$ cat src/rtl/tdm_demux4_pkg.sv
// tdm_demux_pkg: shared types and frame geometry for the tdm_demux4 receiver.
// Build option: TDM_DEMUX_PARITY_EN adds a fifth (even parity) slot per frame.
package tdm_demux_pkg;

  typedef enum logic {
    HUNT   = 1'b0,
    LOCKED = 1'b1
  } state_t;

`ifdef TDM_DEMUX_PARITY_EN
  localparam int unsigned N_SLOTS = 5;
`else
  localparam int unsigned N_SLOTS = 4;
`endif

  localparam int unsigned SLOT_W = $clog2(N_SLOTS);

endpackage

$ cat src/rtl/tdm_demux4_if.sv
// tdm_demux4_if: slot-serial input and four-channel output bundle.
//   din/en/sync       : slot data, slot strobe, frame marker (source -> demux)
//   a/b/c/d           : channel outputs 0..3 (demux -> consumers)
//   valid             : one-cycle pulse per complete frame
//   locked / sync_err : alignment status / one-cycle alignment error pulse
//   par_err           : parity error pulse, present only with TDM_DEMUX_PARITY_EN
interface tdm_demux4_if #(
  parameter int unsigned WIDTH = 1
);
  logic [WIDTH-1:0] din;
  logic             en;
  logic             sync;
  logic [WIDTH-1:0] a;
  logic [WIDTH-1:0] b;
  logic [WIDTH-1:0] c;
  logic [WIDTH-1:0] d;
  logic             valid;
  logic             locked;
  logic             sync_err;
`ifdef TDM_DEMUX_PARITY_EN
  logic             par_err;

  modport master (
    output din, en, sync,
    input  a, b, c, d, valid, locked, sync_err, par_err
  );
  modport slave (
    input  din, en, sync,
    output a, b, c, d, valid, locked, sync_err, par_err
  );
`else
  modport master (
    output din, en, sync,
    input  a, b, c, d, valid, locked, sync_err
  );
  modport slave (
    input  din, en, sync,
    output a, b, c, d, valid, locked, sync_err
  );
`endif
endinterface

$ cat src/rtl/tdm_demux4_slot_ctr.sv
// tdm_slot_ctr: modulo-N_SLOTS slot counter.
//   clk, rst_n : clock, synchronous active-low reset
//   clr        : force slot 0 (highest priority)
//   load1      : force slot 1 (sync accepted as slot 0 this cycle)
//   inc        : advance, wrapping N_SLOTS-1 -> 0
//   slot       : current slot index
//   at_first   : slot == 0
//   at_last    : slot == N_SLOTS-1
module tdm_slot_ctr
  import tdm_demux_pkg::*;
(
  input  logic              clk,
  input  logic              rst_n,
  input  logic              clr,
  input  logic              load1,
  input  logic              inc,
  output logic [SLOT_W-1:0] slot,
  output logic              at_first,
  output logic              at_last
);

  assign at_first = (slot == '0);
  assign at_last  = (slot == SLOT_W'(N_SLOTS - 1));

  always_ff @(posedge clk) begin
    if (!rst_n || clr) begin
      slot <= '0;
    end else if (load1) begin
      slot <= SLOT_W'(1);
    end else if (inc) begin
      slot <= at_last ? '0 : slot + SLOT_W'(1);
    end
  end

endmodule

$ cat src/rtl/tdm_demux4.sv
// tdm_demux4: receive-side 1:4 TDM demultiplexer aligned on a frame-sync marker.
//   clk   : clock, rising edge
//   rst_n : synchronous active-low reset
//   bus   : tdm_demux4_if.slave (din/en/sync in; a..d, valid, locked,
//           sync_err and, with TDM_DEMUX_PARITY_EN, par_err out)
// Build option: TDM_DEMUX_PARITY_EN -> 5-slot frame with even parity in slot 4.
module tdm_demux4
  import tdm_demux_pkg::*;
#(
  parameter int unsigned WIDTH = 1
) (
  input  logic         clk,
  input  logic         rst_n,
  tdm_demux4_if.slave  bus
);

  state_t              state;
  logic [WIDTH-1:0]    stg [N_SLOTS-1];
  logic [WIDTH-1:0]    a_q, b_q, c_q, d_q;
  logic                valid_q, locked_q, sync_err_q;
  logic [SLOT_W-1:0]   slot;
  logic                at_first, at_last;
  logic                ctr_clr, ctr_load1, ctr_inc;
`ifdef TDM_DEMUX_PARITY_EN
  logic                par_err_q;
`endif

  tdm_slot_ctr u_ctr (
    .clk      (clk),
    .rst_n    (rst_n),
    .clr      (ctr_clr),
    .load1    (ctr_load1),
    .inc      (ctr_inc),
    .slot     (slot),
    .at_first (at_first),
    .at_last  (at_last)
  );

  // Counter steering mirrors the FSM decisions below: a sync at slot 0 is a
  // plain advance, a sync anywhere else realigns to slot 1.
  always_comb begin
    ctr_clr   = 1'b0;
    ctr_load1 = 1'b0;
    ctr_inc   = 1'b0;
    if (bus.en) begin
      if (state == HUNT) begin
        ctr_load1 = bus.sync;
      end else if (at_first) begin
        ctr_inc = bus.sync;
        ctr_clr = !bus.sync;
      end else if (bus.sync) begin
        ctr_load1 = 1'b1;
      end else begin
        ctr_inc = 1'b1;
      end
    end
  end

  always_ff @(posedge clk) begin
    if (!rst_n) begin
      state      <= HUNT;
      for (int unsigned i = 0; i < N_SLOTS - 1; i++) stg[i] <= '0;
      a_q        <= '0;
      b_q        <= '0;
      c_q        <= '0;
      d_q        <= '0;
      valid_q    <= 1'b0;
      locked_q   <= 1'b0;
      sync_err_q <= 1'b0;
`ifdef TDM_DEMUX_PARITY_EN
      par_err_q  <= 1'b0;
`endif
    end else begin
      valid_q    <= 1'b0;
      sync_err_q <= 1'b0;
`ifdef TDM_DEMUX_PARITY_EN
      par_err_q  <= 1'b0;
`endif
      if (bus.en) begin
        case (state)
          HUNT: begin
            if (bus.sync) begin
              stg[0]   <= bus.din;
              state    <= LOCKED;
              locked_q <= 1'b1;
            end
          end
          LOCKED: begin
            if (at_first && !bus.sync) begin
              sync_err_q <= 1'b1;
              state      <= HUNT;
              locked_q   <= 1'b0;
            end else if (!at_first && bus.sync) begin
              // Partial frame is simply overwritten; it never reached a..d.
              sync_err_q <= 1'b1;
              stg[0]     <= bus.din;
            end else if (at_last) begin
              a_q     <= stg[0];
              b_q     <= stg[1];
              c_q     <= stg[2];
              valid_q <= 1'b1;
`ifdef TDM_DEMUX_PARITY_EN
              d_q       <= stg[3];
              par_err_q <= (stg[0] ^ stg[1] ^ stg[2] ^ stg[3]) != bus.din;
`else
              d_q     <= bus.din;
`endif
            end else begin
              for (int unsigned i = 0; i < N_SLOTS - 1; i++) begin
                if (slot == SLOT_W'(i)) stg[i] <= bus.din;
              end
            end
          end
        endcase
      end
    end
  end

  assign bus.a        = a_q;
  assign bus.b        = b_q;
  assign bus.c        = c_q;
  assign bus.d        = d_q;
  assign bus.valid    = valid_q;
  assign bus.locked   = locked_q;
  assign bus.sync_err = sync_err_q;
`ifdef TDM_DEMUX_PARITY_EN
  assign bus.par_err  = par_err_q;
`endif

endmodule

$ cat src/flat_wrapper.sv
// flat-port wrapper written by rule: the top's interface ports become plain ports
module tdm_demux4_flat import tdm_demux_pkg::*;
#(
  parameter int unsigned WIDTH = 1
)
  (clk, rst_n, bus_din, bus_en, bus_sync, bus_a, bus_b, bus_c, bus_d, bus_valid, bus_locked, bus_sync_err);
  tdm_demux4_if #(.WIDTH(WIDTH)) bus_i ();
  input  logic clk;
  input  logic rst_n;
  input wire logic [$bits(bus_i.din)-1:0] bus_din;
  input wire logic [$bits(bus_i.en)-1:0] bus_en;
  input wire logic [$bits(bus_i.sync)-1:0] bus_sync;
  output wire logic [$bits(bus_i.a)-1:0] bus_a;
  output wire logic [$bits(bus_i.b)-1:0] bus_b;
  output wire logic [$bits(bus_i.c)-1:0] bus_c;
  output wire logic [$bits(bus_i.d)-1:0] bus_d;
  output wire logic [$bits(bus_i.valid)-1:0] bus_valid;
  output wire logic [$bits(bus_i.locked)-1:0] bus_locked;
  output wire logic [$bits(bus_i.sync_err)-1:0] bus_sync_err;
  assign bus_i.din = bus_din;
  assign bus_i.en = bus_en;
  assign bus_i.sync = bus_sync;
  assign bus_a = bus_i.a;
  assign bus_b = bus_i.b;
  assign bus_c = bus_i.c;
  assign bus_d = bus_i.d;
  assign bus_valid = bus_i.valid;
  assign bus_locked = bus_i.locked;
  assign bus_sync_err = bus_i.sync_err;
  tdm_demux4 #(.WIDTH(WIDTH)) u_core (.clk(clk), .rst_n(rst_n), .bus(bus_i));
endmodule
$ cat config.mk
export PLATFORM = sky130hd
export DESIGN_NAME = tdm_demux4_flat
export DESIGN_NICKNAME = d
export VERILOG_FILES = /design/src/rtl/tdm_demux4_pkg.sv /design/src/rtl/tdm_demux4_if.sv /design/src/rtl/tdm_demux4_slot_ctr.sv /design/src/rtl/tdm_demux4.sv /design/src/flat_wrapper.sv
export SDC_FILE = /design/constraint.sdc
export NUM_CORES = 1
export LEC_CHECK = 0
export CAP_MARGIN = 40
export CORE_UTILIZATION = 53
export CTS_CLUSTER_DIAMETER = 200
export DETAILED_ROUTE_END_ITERATION = 8
export GPL_TIMING_DRIVEN = 0
export HOLD_SLACK_MARGIN = 0.15
export PLACE_DENSITY = 0.8
export SLEW_MARGIN = 40
export SYNTH_ARGS = -nofsm -noshare
export SYNTH_HDL_FRONTEND = slang
export SYNTH_SLANG_ARGS = --single-unit
$ cat constraint.sdc
create_clock -name clk -period 2.7 [get_ports clk]
set_clock_uncertainty 0.2 [all_clocks]
set_input_delay 0.405 -clock clk [delete_from_list [all_inputs] [get_ports clk]]
set_output_delay 0.405 -clock clk [all_outputs]
set_load 0.02 [all_outputs]
==> metrics.txt <==
Fin Setup TNS=0 ns; Hold-fix buffers, CTS=0; static leakage=approximately 0.33 nW; FMAX=483.6 MHz; total power per unit cell area=448.9 nW/um2; Distinct cells, synth=27; Worst Hold Launch=bus_en; Vias/cell=about 5.3; WL per Instance=around 12 um; DR vias=between 500 and 600; Routed Antenna Nets=0; I/O pin total=12; status=completed; RSZ-0062 raised after global routing=no; drt drc=0; initial antenna violation count=0; hold path depth=2; clk_lat worst skew=approximately 0.27 ns; worst vdd ir=approximately 280 uV; CP Capture Type=flop; Die Wd=~38 um; number of detailed-route iterations in the first pass=5; clk buf depth=2; Ys Warns=0; CTS tree=yes; type of the most critical hold path=input pin to flop; CTS Buf Count=3; Area growth syn-to-layout=20.72%; fin nets=95; clock sink count=13; largest net degree at the start of global routing=11; r2r setup slk=between 0.6 and 0.7 ns; R2R cell count=7; Post-Synthesis Cells=68; critical path data arrival time=between 1.5 and 2 ns; R2R Path Start=u_core.u_ctr.slot[0]; number of global-route vias before repair=449; Switch Pwr=0.09062 mW; Rel. slew slack=0.7602; Hold Fails Final Rpt=0; die area=roughly 1500 um2; first-pass GRT wire length=~1.9 mm; post-CTS sizing=0; Final setup violation count=0; Slew Viols, Final=0; part of the power in combinational logic=0.135; WP data required=~2.6 ns; Tot GR Track Use=0.2040; Final Critical Period=2.068 ns; Crit Reg-Reg Endpoint=u_core.stg[0]; port buffer count=10; crit-path max FO=6; clock share of power=0.311; Routed WL=around 1.1 mm; FP Rows=12; Seq cells post-synth=13; sw frac=0.2408; internal power=0.2857 mW; Starting DRT DRC Count=13; fraction of layout cells with a size suffix above 1=0.1220; Setup crit start kind=input pin; cell at the root of the clock tree=clkbuf_4; placer congestion estimate=about 0.74; die height=38.20 um; syn nets=80; initial core utilization=0.6006; end of the worst hold path=u_core.u_ctr.slot[1]; H-tree depth=1; Final period util=0.7658; max_cap viols=0; post-synthesis instance area=approximately 690 um2; Diodes inserted=0; setup slack after layout=approximately 0.63 ns; clk slew on worst S/H paths=0.07 ns; HPWL Detailed=around 870 um; Avg Inst Size Synth=a little over 10 um2; FILL cells=89; pre-CTS WS=around 0.36 ns; most frequent cells in the layout=clkdlybuf4s50_1 (10), dfxtp_1 (10), nand2_1 (8); Setup Crit Path Kind=input pin to flop; post-synthesis sequential area ratio=0.4180; sequential share of power=0.554; Core Area=between 1000 and 1500 um2; Post-CTS Setup Bufs=0; gr ovfl total=0; Worst-Margin Slew=approximately 0.36 ns
-- kinds of logic (layout without fill, tap and decap cells) --
logic type	Yosys count	in the layout	share of synthesized area
adder cells (fa/ha/maj)	7	7	0.1261
multiplexers	6	6	0.09369
flip-flops	13	13	0.4180
AO/OA/AOI/OAI	9	9	0.09009
AND/OR/NAND/NOR	27	27	0.2234
buffers and inverters	6	20	0.04865
-- stage by stage --
stage | power, mW | hold WS [ns] | cell area, um2 | cells | util
5_1_grt | 0.3984 | 0.1899 | 838.3 | 96 | 0.7251
3_3_place_gp | 0.2623 | 0.2566 | 812.0 | 92 | 0.7024
6_report | 0.3763 | 0.2005 | 838.3 | 96 | 0.7251
3_5_place_dp | 0.2637 | 0.2632 | 812.0 | 92 | 0.7024
2_1_floorplan | 0.2478 | 0.2786 | 694.4 | 68 | -
4_1_cts | 0.3797 | 0.1963 | 838.3 | 96 | 0.7251
-- final cells by class --
| cell class | instances | area [um2] | share of cell area |
|---|---|---|---|
| Multi-Input combinational cell | 49 | 370.4 | 0.4418 |
| Timing Repair Buffer | 10 | 100.1 | 0.1194 |
| Clock buffer | 4 | 26.28 | 0.03134 |
| Sequential cell | 13 | 290.3 | 0.3463 |
| Inverter | 3 | 11.26 | 0.01343 |
| Buffer | 3 | 22.52 | 0.02687 |
| Tap cell | 14 | 17.52 | 0.02090 |
-- how the worst max path moves through the flow --
stage | from | endpoint | slack (ns)
2_1_floorplan | u_core.u_ctr.slot[0] | u_core.stg[0] | 0.93
3_3_place_gp | bus_sync | u_core.stg[0] | 0.40
3_5_place_dp | bus_sync | u_core.stg[2] | 0.36
4_1_cts | bus_sync | u_core.stg[0] | 0.64
5_1_grt | u_core.u_ctr.slot[0] | u_core.stg[1] | 0.45
6_report | bus_sync | u_core.stg[0] | 0.63
-- cell usage after synthesis (all sizes together) --
cell / number / share of area
dfxtp: 10 / 0.29
nand2: 8 / 0.043
ha: 7 / 0.13
mux2i: 5 / 0.072
nand3: 5 / 0.043
nor2b: 5 / 0.049
edfxtp: 3 / 0.13
inv: 3 / 0.016
nor2: 3 / 0.016
nor3: 3 / 0.045
a21boi: 2 / 0.022
and2: 2 / 0.018
buf: 2 / 0.027
o21ai: 2 / 0.014
a211oi: 1 / 0.011
a21oi: 1 / 0.0072
a221oi: 1 / 0.013
a22o: 1 / 0.013
clkbuf: 1 / 0.0054
mux2: 1 / 0.022
nand2b: 1 / 0.0090
o21a: 1 / 0.011
-- per-layer routing --
layer	GRT usage	wire length, um	vias to the layer above
li1	-	-	265
met1	0.2454	524	229
met2	0.2924	535	11
met3	0.08721	28	4
met4	0.1339	29	0
met5	0	0	-
-- power groups by stage --
stage | clock (mW) | sequential (mW) | combinational (mW)
4_1_cts | 0.120 | 0.208 | 0.0512
3_3_place_gp | 0 | 0.213 | 0.0495
6_report | 0.117 | 0.208 | 0.0508
2_1_floorplan | 0 | 0.214 | 0.0339
5_1_grt | 0.132 | 0.210 | 0.0568
3_5_place_dp | 0 | 0.213 | 0.0507
-- critical path, cell delays in order --
cell             delay, ns
clkdlybuf4s50_1       0.51
ha_1                  0.34
nor3_2                0.27
o21ai_0               0.11
a21boi_0              0.30
-- sequential cells by signal, indices dropped and copies added (netlist names) --
register and flops:
u_core.bus.a 1, u_core.bus.b 1, u_core.bus.c 1, u_core.bus.d 1, u_core.bus.locked 1, u_core.bus.sync_err 1
u_core.bus.valid 1, u_core.state 1, u_core.stg 3, u_core.u_ctr.slot 2
(Power assumes the default switching activity.)
